[src/rtl/pipe_ctrl_pkg.sv]
// Shared definitions for the pipeline control slice: controller state
// encoding, register-index width, the x0 index and the bundle of pipeline
// control outputs.
package pipe_ctrl_pkg;

    localparam int REG_W = 5;
    localparam logic [REG_W-1:0] X0 = '0;

    typedef enum logic [1:0] {
        BOOT     = 2'd0,
        RUN      = 2'd1,
        REDIRECT = 2'd2,
        FREEZE   = 2'd3
    } state_t;

    typedef struct packed {
        logic pc_write;
        logic ifid_write;
        logic ifid_flush;
        logic idex_write;
        logic idex_bubble;
        logic pipe_freeze;
    } ctrl_t;

endpackage

[src/rtl/pipeline_hazard_ctrl_if.sv]
// Pipeline <-> hazard controller bundle.
// Pipeline side (master) drives ID/EX hazard information and memory status;
// the controller (slave) drives the PC / IF/ID / ID/EX enables and flushes.
interface pipeline_hazard_ctrl_if;
    import pipe_ctrl_pkg::*;

    logic [REG_W-1:0] ifid_rs1;
    logic [REG_W-1:0] ifid_rs2;
    logic             id_use_rs1;
    logic             id_use_rs2;
    logic             idex_mem_read;
    logic [REG_W-1:0] idex_rd;
    logic             ex_branch_taken;
    logic             imem_ready;
    logic             dmem_busy;

    logic             pc_write;
    logic             ifid_write;
    logic             ifid_flush;
    logic             idex_write;
    logic             idex_bubble;
    logic             pipe_freeze;

    modport master (
        output ifid_rs1, ifid_rs2, id_use_rs1, id_use_rs2, idex_mem_read,
               idex_rd, ex_branch_taken, imem_ready, dmem_busy,
        input  pc_write, ifid_write, ifid_flush, idex_write, idex_bubble,
               pipe_freeze
    );

    modport slave (
        input  ifid_rs1, ifid_rs2, id_use_rs1, id_use_rs2, idex_mem_read,
               idex_rd, ex_branch_taken, imem_ready, dmem_busy,
        output pc_write, ifid_write, ifid_flush, idex_write, idex_bubble,
               pipe_freeze
    );

endinterface

[src/rtl/pipeline_hazard_ctrl_hazard_detect.sv]
// Load-use hazard detector (purely combinational).
// Ports: rs1/rs2 + use flags of the ID instruction, mem_read/rd of the EX
// instruction; lu=1 when ID needs a value the EX load has not produced yet.
module hazard_detect
    import pipe_ctrl_pkg::*;
(
    input  logic [REG_W-1:0] rs1,
    input  logic [REG_W-1:0] rs2,
    input  logic             use_rs1,
    input  logic             use_rs2,
    input  logic             mem_read,
    input  logic [REG_W-1:0] rd,
    output logic             lu
);

    // x0 is never a real producer, so a load to x0 never stalls.
    assign lu = mem_read && (rd != X0) &&
                ((use_rs1 && (rd == rs1)) || (use_rs2 && (rd == rs2)));

endmodule

[src/rtl/pipeline_hazard_ctrl.sv]
// RV32I 5-stage hazard / sequencing controller.
// Ports: clk, rst_n (async, active low); hz (slave modport) carries hazard
// inputs and PC / IF/ID / ID/EX controls; stall_cnt and redirect_cnt are
// saturating performance counters; err_timeout is a sticky dmem timeout.
// Priority: dmem freeze > taken branch > redirect shadow > load-use >
// fetch wait > normal flow.
module pipeline_hazard_ctrl
    import pipe_ctrl_pkg::*;
#(
    parameter int REDIRECT_BUBBLES = 1,
    parameter int TIMEOUT          = 255,
    parameter int CNT_W            = 32
) (
    input  logic             clk,
    input  logic             rst_n,
    pipeline_hazard_ctrl_if.slave hz,
    output logic [CNT_W-1:0] stall_cnt,
    output logic [CNT_W-1:0] redirect_cnt,
    output logic             err_timeout
);

    localparam logic [2:0]  RB = 3'(REDIRECT_BUBBLES);
    localparam logic [15:0] TO = 16'(TIMEOUT);

    state_t      state, state_nx, ret_state, ret_nx, eff_state;
    logic [2:0]  rcnt, rcnt_nx;
    logic [15:0] fcnt, fcnt_nx;
    ctrl_t       c;
    logic        lu, redir_acc;
    logic [1:0]  inc;

    hazard_detect u_hd (
        .rs1      (hz.ifid_rs1),
        .rs2      (hz.ifid_rs2),
        .use_rs1  (hz.id_use_rs1),
        .use_rs2  (hz.id_use_rs2),
        .mem_read (hz.idex_mem_read),
        .rd       (hz.idex_rd),
        .lu       (lu)
    );

    // Once dmem releases, FREEZE behaves exactly like the state it interrupted.
    assign eff_state = (state == FREEZE) ? ret_state : state;

    always_comb begin
        c         = '0;
        state_nx  = state;
        ret_nx    = ret_state;
        rcnt_nx   = rcnt;
        redir_acc = 1'b0;
        if (state == BOOT) begin
            c.ifid_flush  = 1'b1;
            c.idex_bubble = 1'b1;
            state_nx      = RUN;
        end else if (hz.dmem_busy) begin
            c.pipe_freeze = 1'b1;
            state_nx      = FREEZE;
            if (state != FREEZE) ret_nx = state;
        end else begin
            state_nx = RUN;
            if (hz.ex_branch_taken) begin
                c.pc_write    = 1'b1;
                c.ifid_flush  = 1'b1;
                c.idex_write  = 1'b1;
                c.idex_bubble = 1'b1;
                redir_acc     = 1'b1;
                rcnt_nx       = RB;
                if (RB != 3'd0) state_nx = REDIRECT;
            end else if (eff_state == REDIRECT) begin
                // Wrong-path fetches are squashed until the target arrives.
                c.pc_write    = hz.imem_ready;
                c.ifid_flush  = 1'b1;
                c.idex_write  = 1'b1;
                c.idex_bubble = 1'b1;
                state_nx      = REDIRECT;
                if (hz.imem_ready) begin
                    rcnt_nx = rcnt - 3'd1;
                    if (rcnt == 3'd1) state_nx = RUN;
                end
            end else if (lu) begin
                c.idex_write  = 1'b1;
                c.idex_bubble = 1'b1;
            end else if (!hz.imem_ready) begin
                c.ifid_flush = 1'b1;
                c.idex_write = 1'b1;
            end else begin
                c.pc_write   = 1'b1;
                c.ifid_write = 1'b1;
                c.idex_write = 1'b1;
            end
        end
    end

    // Counts every frozen cycle, including the one that enters FREEZE.
    always_comb begin
        fcnt_nx = '0;
        if (hz.dmem_busy && state != BOOT)
            fcnt_nx = (fcnt == TO) ? fcnt : fcnt + 16'd1;
    end

    always_ff @(posedge clk or negedge rst_n) begin
        if (!rst_n) begin
            state       <= BOOT;
            ret_state   <= RUN;
            rcnt        <= '0;
            fcnt        <= '0;
            err_timeout <= 1'b0;
        end else begin
            state       <= state_nx;
            ret_state   <= ret_nx;
            rcnt        <= rcnt_nx;
            fcnt        <= fcnt_nx;
            err_timeout <= err_timeout | (fcnt_nx == TO);
        end
    end

    assign inc[0] = (state != BOOT) && !c.pc_write;
    assign inc[1] = redir_acc;

    for (genvar i = 0; i < 2; i++) begin : g_cnt
        logic [CNT_W-1:0] q;
        always_ff @(posedge clk or negedge rst_n) begin
            if (!rst_n)                 q <= '0;
            else if (inc[i] && q != '1) q <= q + 1'b1;
        end
    end

    assign stall_cnt    = g_cnt[0].q;
    assign redirect_cnt = g_cnt[1].q;

    assign hz.pc_write    = c.pc_write;
    assign hz.ifid_write  = c.ifid_write;
    assign hz.ifid_flush  = c.ifid_flush;
    assign hz.idex_write  = c.idex_write;
    assign hz.idex_bubble = c.idex_bubble;
    assign hz.pipe_freeze = c.pipe_freeze;

endmodule

[src/flat_wrapper.sv]
// flat-port wrapper written by rule: the top's interface ports become plain ports
module pipeline_hazard_ctrl_flat import pipe_ctrl_pkg::*;
#(
    parameter int REDIRECT_BUBBLES = 1,
    parameter int TIMEOUT          = 255,
    parameter int CNT_W            = 32
)
  (clk, rst_n, stall_cnt, redirect_cnt, err_timeout, hz_ifid_rs1, hz_ifid_rs2, hz_id_use_rs1, hz_id_use_rs2, hz_idex_mem_read, hz_idex_rd, hz_ex_branch_taken, hz_imem_ready, hz_dmem_busy, hz_pc_write, hz_ifid_write, hz_ifid_flush, hz_idex_write, hz_idex_bubble, hz_pipe_freeze);
  pipeline_hazard_ctrl_if hz_i ();
  input  logic clk;
  input  logic rst_n;
  output logic [CNT_W-1:0] stall_cnt;
  output logic [CNT_W-1:0] redirect_cnt;
  output logic err_timeout;
  input wire logic [$bits(hz_i.ifid_rs1)-1:0] hz_ifid_rs1;
  input wire logic [$bits(hz_i.ifid_rs2)-1:0] hz_ifid_rs2;
  input wire logic [$bits(hz_i.id_use_rs1)-1:0] hz_id_use_rs1;
  input wire logic [$bits(hz_i.id_use_rs2)-1:0] hz_id_use_rs2;
  input wire logic [$bits(hz_i.idex_mem_read)-1:0] hz_idex_mem_read;
  input wire logic [$bits(hz_i.idex_rd)-1:0] hz_idex_rd;
  input wire logic [$bits(hz_i.ex_branch_taken)-1:0] hz_ex_branch_taken;
  input wire logic [$bits(hz_i.imem_ready)-1:0] hz_imem_ready;
  input wire logic [$bits(hz_i.dmem_busy)-1:0] hz_dmem_busy;
  output wire logic [$bits(hz_i.pc_write)-1:0] hz_pc_write;
  output wire logic [$bits(hz_i.ifid_write)-1:0] hz_ifid_write;
  output wire logic [$bits(hz_i.ifid_flush)-1:0] hz_ifid_flush;
  output wire logic [$bits(hz_i.idex_write)-1:0] hz_idex_write;
  output wire logic [$bits(hz_i.idex_bubble)-1:0] hz_idex_bubble;
  output wire logic [$bits(hz_i.pipe_freeze)-1:0] hz_pipe_freeze;
  assign hz_i.ifid_rs1 = hz_ifid_rs1;
  assign hz_i.ifid_rs2 = hz_ifid_rs2;
  assign hz_i.id_use_rs1 = hz_id_use_rs1;
  assign hz_i.id_use_rs2 = hz_id_use_rs2;
  assign hz_i.idex_mem_read = hz_idex_mem_read;
  assign hz_i.idex_rd = hz_idex_rd;
  assign hz_i.ex_branch_taken = hz_ex_branch_taken;
  assign hz_i.imem_ready = hz_imem_ready;
  assign hz_i.dmem_busy = hz_dmem_busy;
  assign hz_pc_write = hz_i.pc_write;
  assign hz_ifid_write = hz_i.ifid_write;
  assign hz_ifid_flush = hz_i.ifid_flush;
  assign hz_idex_write = hz_i.idex_write;
  assign hz_idex_bubble = hz_i.idex_bubble;
  assign hz_pipe_freeze = hz_i.pipe_freeze;
  pipeline_hazard_ctrl #(.REDIRECT_BUBBLES(REDIRECT_BUBBLES), .TIMEOUT(TIMEOUT), .CNT_W(CNT_W)) u_core (.clk(clk), .rst_n(rst_n), .hz(hz_i), .stall_cnt(stall_cnt), .redirect_cnt(redirect_cnt), .err_timeout(err_timeout));
endmodule
[config.mk]
export PLATFORM = sky130hd
export DESIGN_NAME = pipeline_hazard_ctrl_flat
export DESIGN_NICKNAME = d
export VERILOG_FILES = /design/src/rtl/pipe_ctrl_pkg.sv /design/src/rtl/pipeline_hazard_ctrl_if.sv /design/src/rtl/pipeline_hazard_ctrl_hazard_detect.sv /design/src/rtl/pipeline_hazard_ctrl.sv /design/src/flat_wrapper.sv
export SDC_FILE = /design/constraint.sdc
export NUM_CORES = 1
export LEC_CHECK = 0
export CAP_MARGIN = 30
export CORE_ASPECT_RATIO = 1.5
export CORE_MARGIN = 2
export CORE_UTILIZATION = 41
export DETAILED_ROUTE_END_ITERATION = 6
export GPL_ROUTABILITY_DRIVEN = 0
export PLACE_DENSITY_LB_ADDON = 0.3
export REMOVE_ABC_BUFFERS = 1
export SETUP_SLACK_MARGIN = 0.02
export SYNTH_ARGS = -nofsm -noshare
export SYNTH_HDL_FRONTEND = slang
export SYNTH_SLANG_ARGS = --single-unit
[constraint.sdc]
create_clock -name clk -period 2.1 [get_ports clk]
set_clock_uncertainty 0.1 [all_clocks]
set_input_delay 0.42 -clock clk [delete_from_list [all_inputs] [get_ports clk]]
set_output_delay 0.42 -clock clk [all_outputs]
set_load 0.1 [all_outputs]
==> results.md <==
Clock tree
• 9 — number of CTS-inserted buffers
• built — clock tree from TritonCTS
• 88 — clk sink count
• 0 — Hold Buf Count CTS
• sky130_fd_sc_hd__clkbuf_16 — root buffer cell
• 70 ps — Clock Pin Slew Worst Setup and Hold Paths
• 2 — number of buffers between clock root and the deepest sink
• 3 — level count of the clock H-tree
• 340 ps — worst skew pair latency

Placement
• 788 — number of placed instances with taps included
• 0.00687 mm2 — Placement Cell Area
• 93 — number of port buffers
• 9010 um — HPWL Detailed

Final layout
• 68.8% — Area Growth Syn to Fin
• 0.440 — fraction of final layout cells sized beyond drive strength 1
• 702 — Net count, final
• 826 — non-filler instance count after layout
• 0.712 — final cell utilization of the core
• 0.00787 mm2 — design area
• 0 — antenna diode instance count

Global route
• 0 — grt total ovfl
• 89 — largest net degree at the start of global routing
• 0 — initial antenna violation count
• 21,400 um — wire length of the first global-routing pass
• 0.213 — combined global-route utilization of all metal layers
• 4,543 — vias in the first global route

Die
• 0.422 — effective utilization at floorplan
• 94 — number of I/O pins
• 135 um — vertical extent of the die
• 0.0123 mm2 — full die area
• 91.1 um — floorplan die width
• 0.0111 mm2 — core region area
• 47 — Placement Rows

Pwr
• 0.864 mV — worst vdd rail ir drop
• 0.478 — proportion of power drawn by combinational gates
• 0.00312 W — switching power
• 0.290 — Seq pwr share
• 0.421 — switching share of power
• 3.52 nW — cell leakage power
• 0.00742 W — total power after layout
• 942 mW/mm2 — Power per Cell Area
• 0.00430 W — cell internal power dissipation
• 0.232 — relative contribution of the clock network to total power

STA
• -262 ps — final setup margin
• -3.05 ps — final-layout worst hold slack
• 478 ps — Tightest Pin Transition
• 25 — number of setup violations in the final report
• 1.12 — share of the clock period used by the worst path after layout
• 2360 ps — final critical delay including setup and external delays
• 423 MHz — Fmax achieved
• 0 — Final Max Slew Viols
• 0.681 — Max-Slew Margin vs Limit
• 2 — number of hold-slack violations in the final timing report
• true — setup repair after global routing missed its margin

Logic synthesis
• 1.00 — FFs w/ async S/R, synth
• 88 — number of synthesized register bits
• sky130_fd_sc_hd__dfrtp_1 — library cell with the highest instance count after synthesis
• 0.472 — sequential area share after synthesis
• 0.467 — fraction of synthesized cell area taken by the top area cell type
• sky130_fd_sc_hd__dfrtp_1, sky130_fd_sc_hd__xnor2_1, sky130_fd_sc_hd__xor2_1 — main area contributors after synthesis
• 0 — total number of yosys warnings
• 10.1 um2 — average instance area after synthesis
• 462 — cell count after synthesis
• 0.00466 mm2 — Post-Synthesis Cell Area
• 59 — post-synthesis cell type count
• sky130_fd_sc_hd__dfrtp_1 — Synth Flop Type
• sky130_fd_sc_hd__dfrtp_1, sky130_fd_sc_hd__nand2_1, sky130_fd_sc_hd__xnor2_1, sky130_fd_sc_hd__xor2_1, sky130_fd_sc_hd__nor2_1 — cell types with the highest counts after synthesis
• sky130_fd_sc_hd__dfrtp_1 — cell taking the most area after synthesis
• 0 — number of flops mapped to enable cells by yosys

Hold path
• in2async — HP Class

Route
• 4 — drt first pass iters
• 4,399 — via count
• 237 — Initial DRC Count
• 0 — number of design rule violations left after detail routing
• 0 — Detail Route Antenna Nets
• 16.4 um — average detailed-routed wire length per instance
• 13,500 um — Detailed Route WL
• 5.33 — via-per-instance ratio

Critical path
• buffers and inverters — category of cells accounting for the largest share of critical-path delay
• 8 — length in cells of the worst reg-to-reg path
• 1580 ps — WP data required
• -140 ps — reg-to-reg setup timing slack
• u_core.stall_cnt[26] — capture instance of the worst register-to-register path
• in2out — crit path kind
• 430 ps — largest stage delay on the critical path
• input pin — sort of element at the start of the critical path
• 4 — maximum fanout encountered on the critical timing path
• hz_ex_branch_taken — timing startpoint of the critical path
• clkdlybuf4s50_1 -> buf_4 -> a21oi_2 -> nor2b_2 -> and3_4 -> buf_12 — series of cell instances along the critical path
• 3 — count of buffering cells on the critical path with inverters included
• 1840 ps — critical path arrival
• output pin — crit path capture type
• u_core.ret_state[0] — worst reg2reg startpoint
• 6 — path length in cells of the critical path
• sky130_fd_sc_hd__clkdlybuf4s50_1 — slowest library cell on the worst path
• hz_ifid_write — CP Capture Point

Outcome
• negative hold slack, negative setup slack — failing checks
• finished with violations — outcome

Job
• 0 — # Max-Cap Violations

metal layers:
layer / vias to the layer above / GRT usage / share of wire
met5: - / 0 / 0
met4: 0 / 0.0918 / 0.024
met3: 31 / 0.0441 / 0.043
met2: 120 / 0.386 / 0.56
met1: 2185 / 0.241 / 0.37
li1: 2063 / - / -
worst min path at each step:
stage | startpoint | end | slack (ps) | depth (start not counted)
after floorplan | rst_n | u_core.err_timeout | 20 | 0
after CTS | rst_n | u_core.stall_cnt[28] | 30 | 2
after detailed placement | u_core.err_timeout | u_core.err_timeout | 380 | 1
final | rst_n | u_core.stall_cnt[28] | -3 | 2
after global placement | u_core.rcnt[1] | u_core.rcnt[1] | 360 | 2
after global routing | rst_n | u_core.stall_cnt[28] | 40 | 2
timing repair:
action | 4_1_cts | 5_1_grt
pin swaps | 22 | 43
cloned | 2 | 0
buffers inserted | 6 | 16
hold endpoints to repair | 0 | 0
endpoints found under the setup margin | 41 | 54
resized for setup | 70 | 68
cells in the final DEF (no fill, tap or decap), drive strengths merged, types with 3 or more instances in the layout:
cell and n:
buf 198, dfrtp 87, nor2 45, nand2 42
xnor2 42, xor2 41, nand3 29, nand4 26
nor3 21, nor4 14, inv 12, clkbuf 12
a21oi 9, o21ai 9, and4 8, and3 8
dlygate4sd2 7, a31oi 5, ha 5, nor4b 5
nand2b 4, clkdlybuf4s15 4, o31ai 3, clkinv 3
clkdlybuf4s50 3, or4 3
logic make-up (layout without fill, tap and decap cells):
logic type      Yosys count  after routing  synth area share
simple gates            220            220             0.273
flops                    88             88             0.472
xor+xnor                 83             83             0.156
compound gates           36             36            0.0499
buf+inv                  26            243            0.0266
fa+ha+maj                 5              5            0.0134
mux                       4              4           0.00912
sequential cells by signal, summed over array words and instances (netlist names):
register,flops
u_core.err_timeout,1
u_core.rcnt,3
u_core.ret_state,2
u_core.fcnt,16
u_core.stall_cnt,32
u_core.redirect_cnt,32
u_core.state,2
power by group through the flow:
stage / clock network, W / registers, W / logic (W)
2_1_floorplan: 0 / 0.00346 / 0.000620
3_3_place_gp: 0 / 0.00215 / 0.00324
3_5_place_dp: 0 / 0.00216 / 0.00329
4_1_cts: 0.00175 / 0.00214 / 0.00342
5_1_grt: 0.00182 / 0.00218 / 0.00369
6_report: 0.00172 / 0.00215 / 0.00355
stage by stage:
stage	setup slack (ps)	hold slack (ps)	TNS, ps
6_report	-262	-3.05	-1940
5_1_grt	-333	41.6	-3550
4_1_cts	-229	34.2	-4340
3_5_place_dp	-722	377	-26540
3_3_place_gp	-662	361	-25310
2_1_floorplan	-1220	24.4	-38330
final cells by class:
class                   instances  area [um2]
clock buffers                  10         239
inverters                      12        45.0
fillers                       792        3180
repair buffers                215        2330
clock inverters                 6        82.6
multi-input cells             348        2790
well taps                     147         184
flip-flops and latches         88        2210
worst register-to-register path, delay by kind of cell, from the launching register on:
kind                      cells  cell delay, ps
DFF                           1             560
xor gates and xnor gates      1             190
and+or+nand+nor               1             260
AOI/OAI and AO/OA             3             630
buffers and inverters         3             420
No activity file was read; power rests on OpenSTA's default activity.
==> edit, RTL diff (same flow settings) <==
`CNT_W` is set to 32 in 2 places; all go to 48.
--- a/src/rtl/pipeline_hazard_ctrl.sv
+++ b/src/rtl/pipeline_hazard_ctrl.sv
@@ -9,7 +9,7 @@
 #(
     parameter int REDIRECT_BUBBLES = 1,
     parameter int TIMEOUT          = 255,
-    parameter int CNT_W            = 32
+    parameter int CNT_W            = 48
 ) (
     input  logic             clk,
     input  logic             rst_n,
--- a/src/flat_wrapper.sv
+++ b/src/flat_wrapper.sv
@@ -3,7 +3,7 @@
 #(
     parameter int REDIRECT_BUBBLES = 1,
     parameter int TIMEOUT          = 255,
-    parameter int CNT_W            = 32
+    parameter int CNT_W            = 48
 )
   (clk, rst_n, stall_cnt, redirect_cnt, err_timeout, hz_ifid_rs1, hz_ifid_rs2, hz_id_use_rs1, hz_id_use_rs2, hz_idex_mem_read, hz_idex_rd, hz_ex_branch_taken, hz_imem_ready, hz_dmem_busy, hz_pc_write, hz_ifid_write, hz_ifid_flush, hz_idex_write, hz_idex_bubble, hz_pipe_freeze);
   pipeline_hazard_ctrl_if hz_i ();
Interface: changed (resized redirect_cnt and stall_cnt); port bits go from 94 to 126. No check against the original RTL was run, so the function may have changed too.
==> edit against the original RTL <==
The run ends with negative setup slack left; count of clock-buffer cells in the layout rose by 11; routed wire length rose by 80%; cell area rose by 49%; area after synthesis rose by 31%; total power rose by 27%; worst hold slack improved by 0.33 ns; worst setup slack got worse by 0.077 ns; sequential cell count rose by 32; critical endpoint is now hz_ifid_flush; largest cell class unchanged; largest power group is now the clock network.
==> edit: results (changes against the original RTL) <==
[metrics] Distinct cells, synth: 53 (was 59)
[metrics] final worst-path setup slack: -0.339 ns (was -0.262 ns)
[metrics] multi-input gate share of total cell area: 35.0% (was 35.4%)
[metrics] Max transition margin: 57.7% (was 68.1%)
[metrics] failing checks: negative setup slack (was negative hold slack, negative setup slack)
[metrics] total detailed-routing wirelength: 24.4 mm (was 13.5 mm)
[metrics] run status: finished, violations left (unchanged)
[metrics] cell area after placement: 9430 um2 (was 6870 um2)
[metrics] Signal inverters: 7 (was 12)
[metrics] half-perimeter wire length after detailed placement: 13.5 mm (was 9.01 mm)
[metrics] ratio of routed vias to standard cells: 5.73 (was 5.33)
[metrics] Layout Nets: 963 (was 702)
[metrics] cts-stage hold buffer count: 1 (was 0)
[metrics] count of clock buffers in the final design: 21 (was 10)
[metrics] P_leak: 5.37 nW (was 3.52 nW)
[metrics] Multi-In Gates: 458 (was 348)
[metrics] cell with the largest stage delay on the worst path: or4_4 (was clkdlybuf4s50_1)
[metrics] Peak supply drop: 0.773 mV (was 0.864 mV)
[metrics] R2R depth: 7 (was 8)
[metrics] power density over the cells: 799 nW/um2 (was 942 nW/um2)
[metrics] reg-to-reg startpoint: u_core.stall_cnt[25]$_DFFE_PN0P_ (was u_core.ret_state[0]$_DFFE_PN1P_)
[metrics] worst-skew pair later-pin latency: 0.42 ns (was 0.34 ns)
[metrics] count of endpoints failing setup in the final report: 59 (was 25)
[metrics] worst r2r dst: u_core.stall_cnt[21]$_DFFE_PN0P_ (was u_core.stall_cnt[26]$_DFFE_PN0P_)
[metrics] Largest delay share family, worst path: simple AND/OR/NAND/NOR gates (was buffers and inverters)
-- edit: cell count changes after synthesis, sizes merged, moves of 7 or more --
cell and change:
nand4 +10, dfrtp +32, and3 +17, nand3 +17, xnor2 +26, nor3 +8
and4 +7, nand2 +12
-- edit: how the worst max path moves through the flow --
stage | endpoint | slack (ns) | cells after the start
final | hz_ifid_flush | -0.34 | 8
after global routing | hz_ifid_flush | -0.38 | 8
after global placement | hz_idex_bubble | -0.90 | 9
after detailed placement | u_core.stall_cnt[42]$_DFFE_PN0P_ | -1.0 | 8
after CTS | hz_ifid_flush | -0.39 | 8
after floorplan | hz_ifid_flush | -1.90 | 5
-- edit: report_power, final --
group	internal (mW)	switching (mW)
sequential	2.51	0.167
combinational	1.28	1.98
clock	2.32	1.13
-- edit: cell families (layout without fill, tap and decap cells) --
kind of cell / after synthesis / count (layout) / synth area share, %
AND/OR/NAND/NOR: 293 / 293 / 26.4
flip-flops: 120 / 120 / 49.3
XOR/XNOR: 113 / 113 / 16.2
AO/OA/AOI/OAI: 39 / 40 / 4.37
buffers and inverters: 21 / 370 / 1.46
multiplexers: 7 / 7 / 1.23
adder cells (fa/ha/maj): 5 / 5 / 1.03
other: 0 / 1 / 0
-- edit: metrics by stage --
step	utilization [%]	setup TNS, ns	cells	hold WS [ns]
2_1_floorplan	-	-88.14	584	0.0244
3_3_place_gp	64.9	-52.66	1066	0.217
3_5_place_dp	64.9	-59.69	1066	0.223
4_1_cts	73.0	-2.02	1110	0.340
5_1_grt	80.9	-10.80	1145	0.338
6_report	80.9	-5.21	1145	0.325
-- edit: metal layers --
layer	wire, um	part of all wire (%)	track usage, %
met5	0	0	0
met3	1620	6.6	6.61
met1	8390	34	27.7
met4	1200	4.9	12.0
met2	13200	54	47.6
